--- src/rtl/spi_bus_arbiter.sv ---
// spi_bus_arbiter: round-robin sharing of one spi_master among NUM_REQ requesters.
// Each grant captures the owner's TX byte and SPI mode, launches one transfer,
// waits for done (or a watchdog timeout) and returns the result with an ack pulse.
module spi_bus_arbiter #(
  parameter int NUM_REQ = 4,
  parameter int TIMEOUT = 255
) (
  input  logic                   clk,
  input  logic                   rst,
  input  logic [NUM_REQ-1:0]     req,
  input  logic [8*NUM_REQ-1:0]   req_data,
  input  logic [NUM_REQ-1:0]     req_cpol,
  input  logic [NUM_REQ-1:0]     req_cpha,
  output logic [NUM_REQ-1:0]     grant,
  output logic [NUM_REQ-1:0]     ack,
  output logic [7:0]             rsp_data,
  output logic                   rsp_err,
  output logic                   m_start,
  output logic [7:0]             m_mosi_data,
  output logic                   m_cpol,
  output logic                   m_cpha,
  input  logic [7:0]             m_miso_data,
  input  logic                   m_done,
  input  logic                   m_busy,
  input  logic                   m_error
);

  localparam int IDX_W = (NUM_REQ > 1) ? $clog2(NUM_REQ) : 1;
  localparam logic [15:0] TIMER_LAST = 16'(TIMEOUT - 1);

  typedef logic [IDX_W-1:0] idx_t;

  typedef enum logic [1:0] {
    S_IDLE,
    S_LAUNCH,
    S_WAIT,
    S_DONE
  } state_t;

  state_t               state_q, state_d;
  idx_t                 owner_q, owner_d;
  idx_t                 last_q, last_d;
  logic [NUM_REQ-1:0]   grant_q, grant_d;
  logic [7:0]           mosi_q, mosi_d;
  logic                 cpol_q, cpol_d;
  logic                 cpha_q, cpha_d;
  logic [7:0]           rsp_data_q, rsp_data_d;
  logic                 rsp_err_q, rsp_err_d;
  logic [15:0]          timer_q, timer_d;

  logic                 pick_valid;
  idx_t                 pick;
  idx_t                 cand;

  // Round-robin pick: first active request scanning upward from last_owner+1.
  always_comb begin
    // NOTE: every variable gets a default before any branch so no latch is inferred.
    pick_valid = 1'b0;
    pick       = '0;
    cand       = '0;
    for (int off = 1; off <= NUM_REQ; off++) begin
      cand = idx_t'((int'(last_q) + off) % NUM_REQ);
      if (!pick_valid && req[cand]) begin
        pick_valid = 1'b1;
        pick       = cand;
      end
    end
  end

  // Next-state and next-register logic for the transfer sequence.
  always_comb begin
    state_d    = state_q;
    owner_d    = owner_q;
    last_d     = last_q;
    grant_d    = grant_q;
    mosi_d     = mosi_q;
    cpol_d     = cpol_q;
    cpha_d     = cpha_q;
    rsp_data_d = rsp_data_q;
    rsp_err_d  = rsp_err_q;
    timer_d    = timer_q;

    case (state_q)
      S_IDLE: begin
        // A busy master (e.g. still finishing after a reset race) blocks new grants.
        if (pick_valid && !m_busy) begin
          owner_d       = pick;
          grant_d       = '0;
          grant_d[pick] = 1'b1;
          mosi_d        = req_data[8*int'(pick) +: 8];
          cpol_d        = req_cpol[pick];
          cpha_d        = req_cpha[pick];
          state_d       = S_LAUNCH;
        end
      end

      S_LAUNCH: begin
        timer_d = '0;
        state_d = S_WAIT;
      end

      S_WAIT: begin
        timer_d = timer_q + 16'd1;
        // A done arriving on the last watchdog cycle still counts as a completion.
        if (m_done) begin
          rsp_data_d = m_miso_data;
          rsp_err_d  = m_error;
          state_d    = S_DONE;
        end else if (timer_q == TIMER_LAST) begin
          rsp_data_d = 8'h00;
          rsp_err_d  = 1'b1;
          state_d    = S_DONE;
        end
      end

      S_DONE: begin
        grant_d = '0;
        last_d  = owner_q;
        state_d = S_IDLE;
      end

      default: state_d = S_IDLE;
    endcase
  end

  // State and datapath registers with synchronous reset.
  always_ff @(posedge clk) begin
    // NOTE: non-blocking assignments so every register samples pre-edge values.
    if (rst) begin
      state_q    <= S_IDLE;
      owner_q    <= '0;
      last_q     <= idx_t'(NUM_REQ - 1);
      grant_q    <= '0;
      mosi_q     <= 8'h00;
      cpol_q     <= 1'b0;
      cpha_q     <= 1'b0;
      rsp_data_q <= 8'h00;
      rsp_err_q  <= 1'b0;
      timer_q    <= '0;
    end else begin
      state_q    <= state_d;
      owner_q    <= owner_d;
      last_q     <= last_d;
      grant_q    <= grant_d;
      mosi_q     <= mosi_d;
      cpol_q     <= cpol_d;
      cpha_q     <= cpha_d;
      rsp_data_q <= rsp_data_d;
      rsp_err_q  <= rsp_err_d;
      timer_q    <= timer_d;
    end
  end

  assign grant       = grant_q;
  assign ack         = (state_q == S_DONE) ? grant_q : '0;
  assign m_start     = (state_q == S_LAUNCH);
  assign m_mosi_data = mosi_q;
  assign m_cpol      = cpol_q;
  assign m_cpha      = cpha_q;
  assign rsp_data    = rsp_data_q;
  assign rsp_err     = rsp_err_q;

endmodule

--- config.mk ---
export PLATFORM = sky130hd
export DESIGN_NAME = spi_bus_arbiter
export DESIGN_NICKNAME = d
export VERILOG_FILES = /design/src/rtl/spi_bus_arbiter.sv
export SDC_FILE = /design/constraint.sdc
export NUM_CORES = 1
export LEC_CHECK = 0
export CORE_ASPECT_RATIO = 2
export CORE_MARGIN = 2
export CORE_UTILIZATION = 40
export CTS_CLUSTER_SIZE = 30
export DETAILED_ROUTE_END_ITERATION = 8
export PLACE_DENSITY_LB_ADDON = 0.3
export SLEW_MARGIN = 20
export SYNTH_ARGS = -nofsm -noshare
export SYNTH_HDL_FRONTEND = slang
export SYNTH_SLANG_ARGS = --single-unit
--- constraint.sdc ---
create_clock -name clk -period 1.9 [get_ports clk]
set_input_delay 0.38 -clock clk [delete_from_list [all_inputs] [get_ports clk]]
set_output_delay 0.38 -clock clk [all_outputs]
set_load 0.03 [all_outputs]
## Word level (Yosys, flattened, before mapping)

Index checks and enable logic that the tools add are counted.

| word-level totals | value |
|---|---|
| bits in registers | 45 |
| input bits | 57 |
| output and inout bits | 28 |
| word-level logic and storage cells | 79 |

| cells by class | value |
|---|---|
| add/sub/neg operators | 5 |
| magnitude comparators | 6 |
| equality and inequality tests | 6 |
| shift-type cells | 1 |
| multiplexer cells | 34 |
| reduce and logical (&&, ||, !) cells | 17 |

Operators by type and width:

| kind | number |
|---|---|
| case mux 16 bit (2 select lines) | 1 |
| indexed part select 32 x 6 -> 8 bit | 1 |
| adder 16 x 1 -> 16 bit (second input constant) | 1 |
| equality test 16 x 8 -> 1 bit (second input constant) | 1 |
| 2-to-1 mux 8 bit | 2 |
| less-than comparator 2 x 3 -> 1 bit (second input constant) | 5 |
| 2-to-1 mux 2 bit | 7 |
| 2-to-1 mux 1 bit | 13 |
| binary-select mux 1 bit (select 2 bit) | 6 |
| 2-to-1 mux 4 bit | 2 |
| case mux 2 bit (4 select lines) | 1 |
| case mux 4 bit (2 select lines) | 1 |
| AND reduction 2 bit | 4 |
| nonzero test 2 bit | 3 |
| logical AND 1 bit | 5 |
| adder 2 x 1 -> 2 bit (second input constant) | 2 |
| adder 2 bit (second input constant) | 2 |
| equality test 2 bit (second input constant) | 2 |
| logical NOT 1 bit | 4 |
| inequality test 3 bit (second input constant) | 1 |
| demux 1 bit (select 2 bit) | 1 |
| equality test 2 x 1 -> 1 bit (second input constant) | 1 |
| >= comparator 2 x 1 -> 1 bit (second input constant) | 1 |
| logical NOT 2 bit | 1 |
| inequality test 2 bit (second input constant) | 1 |

## Logic depth before layout (Yosys ltp)

| depth | value |
|---|---|
| depth after elaboration | 19 |
| depth in mapped cells | 8 |
| gate-level depth less buffers | 7 |

## Least setup slack after synthesis

Ideal clock, no wire load.

| path | value |
|---|---|
| path type | reg2reg |
| from | register state_q[0] |
| to | register timer_q[11] |
| arrival time | 1680 ps |
| data required time | 1772 ps |
| path slack | 93 ps |
| stages on the path, launching flop included | 8 |
| clock period less this slack | 1807 ps |
| path through | dfxtp_1 > inv_1 > ha_1 > clkbuf_1 > inv_2 > o21ai_1 > clkbuf_1 > nor2_1 |

| on the way | value |
|---|---|
| cells in the longest elaborated chain, start to end | 2 |

Ends and longest elaborated chain:

| item | line | source |
|---|---|---|
| from (decl) | 40 | `state_t state_q, state_d;` |
| from (signal assigned) | 141 | `state_q <= state_d;` |
| equality test 2 bit or equality test 2 x 1 -> 1 bit (tied branches) | 83 | `case (state_q)` |
| case mux 16 bit (2 select lines) or nonzero test 2 bit (tied branches) | - |  |
| to (signal assigned) | 150 | `timer_q <= timer_d;` |
| to (decl) | 49 | `logic [15:0] timer_q, timer_d;` |

Parallel ways exist; a longest one is shown, timed or not.
A chain may end at the register's enable or synchronous reset.

## Final worst setup path

| path | value |
|---|---|
| from | input req[0] |
| to | register mosi_q[0] (netlist: m_mosi_data[0]) |

| on the way | value |
|---|---|
| cells in the longest elaborated chain, start to end | 14 |

Ends and longest elaborated chain:

| item | line | source |
|---|---|---|
| from (decl) | 10 | `input logic [NUM_REQ-1:0] req,` |
| parallel branches: the longest is 14 deep, another holds binary-select mux 1 bit (select 2 bit) | - |  |
| to (signal assigned) | 145 | `mosi_q <= mosi_d;` |
| to (decl) | 44 | `logic [7:0] mosi_q, mosi_d;` |

Parallel ways; which one is timed is not known. The select of a mux whose other input is x is not followed.

==> reports/metrics.yaml <==
core-area_um2: 5420
worstSetupStartpointType: "input pin"
dieArea_um2: 6313
num_rows: 38
nets: 426
clockBufferDepth: 2
finalHoldViolCount: 0
period_share_pct: 96.46
first_iter_violations: 77
period_minus_slack_ps: 1833
yosysWarnings: 0
drt-pass1-iter-count: 5
die_h_um: 110.4
cts_buffers: 5
p_per_area_nw_per_um2: 956.1
io_buffers: 84
clock_skew_ps: 9.571
p_total_mw: 3.330
yosysTopAreaCell: "dfxtp_1"
setup_viol: 0
n_fill_cell: 477
status: "finished clean"
start_util_pct: 41.76
fmax_ghz: 0.5456
hpwlAfterDp_mm: 5.282
avgSynthCellArea_um2: 8.773
rsz0062_at_grt: "false"
async_flop_share_pct: 0
drtAntennaViolNets: 0
die_w_um: 57.19
routed_wl_mm: 6.866
utilization_pct: 64.27
yosys_most_used_dff: "dfxtp_1"
cts_root_buffer: "clkbuf_8"
diodes: 0
irDropWorstVdd_mv: 0.9189
insertion_delay_ps: 300
overflow: 0
synth_top_area_share_pct: 39.80
via_count: 2330
slew_violations: 0
ys_top_cells_by_area: "dfxtp_1 40%, mux2i_1 5.7%, nor2_1 5.6%"
grt_use_total_pct: 22.22
ctsHtreeMaxLevel: 2
stdcell_count: 422
critPathCaptureType: "flip-flop"
grt_pass1_vias: 2317
avgViaCountPerCell: 5.521
detail_route.wl_per_cell_um: 16.27
crit_type: "input pin to flip-flop"
worstPathRequired_ps: 2090
power.leakage_nw: 1.419
cp_max_fo: 11
clk_pin_slew_worst_paths_ps: 80
max_cap_viol_count: 0
worst_pin_slew_ps: 613.6
num_io_pins: 85
area_growth_syn_to_layout_pct: 53.90
antenna_found_initial: 0
dp_cells: 413
cts_tree: "done"
grt_pass1_wl_mm: 10.74
synthesis.instances: 258
drc: 0
synth_area_um2: 2263
drive_above_1_share_pct: 14.64
clock_sinks: 45
slew_headroom_pct: 58.94
grt_max_degree: 17
worstPathArrival_ps: 2020
synth_edf_count: 0
worstHoldPathType: "flip-flop to flip-flop"
synthDistinctLibCells: 45
postCtsHoldBufs: 0
synth_seq_area_share_pct: 39.80
synth.net_count: 322
multi_input_area_um2: 1321
seq_area_um2: 900.9
place.gp.congestion: 0.8975
ys_ff_latch: 45
## path summary, 6_finish.rpt
path / start / endpoint / slack [ps] / depth (start not counted)
setup reg to reg: state_q[0] / timer_q[9] / 110 / 8
hold reg to reg: rsp_data[2] / rsp_data[2] / 470 / 1
hold / removal: rsp_data[2] / rsp_data[2] / 470 / 1
setup / recovery: req[0] / m_mosi_data[0] / 70 / 7
## power by group
group	switching, mW	internal, mW	total, mW	leakage (nW)
Clock	0.306	0.289	0.594	0.0443
Combinational	0.840	0.718	1.56	1.01
Sequential	0.0920	1.09	1.18	0.366
## placed cells by master (no fill, tap or decap), types with 6 or more instances in the layout
cell type         n
a211oi_1         12
a21oi_1           6
a221oi_1          6
a22o_1            9
buf_4            24
clkbuf_8          6
clkdlybuf4s50_1  76
dfxtp_1          45
ha_1              6
inv_1             9
mux2i_1          13
nand2_1          26
nand4_1           6
nor2_1           33
o21ai_0          12
xor2_1           10
## stage by stage
stage	setup WS [ps]	TNS [ps]	hold WS [ps]	cell area, µm²
final	67.19	0	473.6	3483
after detailed placement	-281.7	-3723	457.1	3319
after floorplan	92.78	0	443.5	2263
after global placement	-239.2	-3076	455.9	3319
after global routing	1.388	0	500.3	3483
after CTS	0.3988	0	476.0	3405
## routing by layer
layer | part of all wire, % | track usage [%] | vias to the layer above
met3 | 5.6 | 4.551 | 18
met5 | 0 | 0 | -
met1 | 36 | 20.97 | 1081
met2 | 55 | 42.45 | 95
li1 | - | - | 1136
met4 | 3.6 | 13.46 | 0
## critical path: stages
cell             delay (ps)
clkdlybuf4s50_1         580
nor4_4                   80
nor3_2                  300
nand3_1                 180
buf_6                   180
a221oi_1                230
a211oi_1                 90
## area by class of cell
type	count	area share, %
clock buffer	7	2.478
inverter	11	1.185
multi-input combinational	191	37.93
sequential	45	25.86
tap	60	2.155
timing repair buffer	108	30.39
## kinds of logic after synthesis
| group | count (synthesis) | share of synthesized area [%] |
|---|---|---|
| fa+ha+maj | 7 | 3.869 |
| mux | 13 | 5.749 |
| simple gates | 94 | 20.90 |
| xor+xnor | 12 | 4.643 |
| compound gates | 65 | 20.90 |
| flops | 45 | 39.80 |
| buf+inv | 22 | 4.145 |
## synthesized netlist by cell type (2+ instances only)
| cell | instances |
|---|---|
| clkbuf_1 | 8 |
| nor3_1 | 3 |
| ha_1 | 7 |
| and2_1 | 4 |
| nor2_1 | 34 |
| xor2_1 | 10 |
| o21ai_0 | 12 |
| a22o_1 | 9 |
| dfxtp_1 | 45 |
| nand2b_1 | 3 |
| buf_4 | 3 |
| nand2_1 | 26 |
| o21ai_1 | 4 |
| a21oi_1 | 6 |
| nand3_1 | 2 |
| nor4_1 | 2 |
| mux2i_1 | 13 |
| xnor2_1 | 2 |
| inv_1 | 9 |
| nand4_1 | 6 |
| or3_1 | 5 |
| a211oi_1 | 12 |
| a221oi_1 | 10 |
| a32oi_1 | 2 |
## registers in the layout, summed over array words and instances (netlist names)
signal	count
m_cpol	1
rsp_err	1
m_cpha	1
owner_q	2
rsp_data	8
timer_q	16
grant	4
m_mosi_data	8
last_q	2
state_q	2
## what timing repair did
item / in CTS / in global routing
setup endpoints to repair: 1 / 22
gates resized for setup: 1 / 14
endpoints found under the hold margin: 0 / 0
cloned: 0 / 0
pin swaps: 0 / 4
setup buffers: 0 / 2
(Power assumes the default switching activity.)
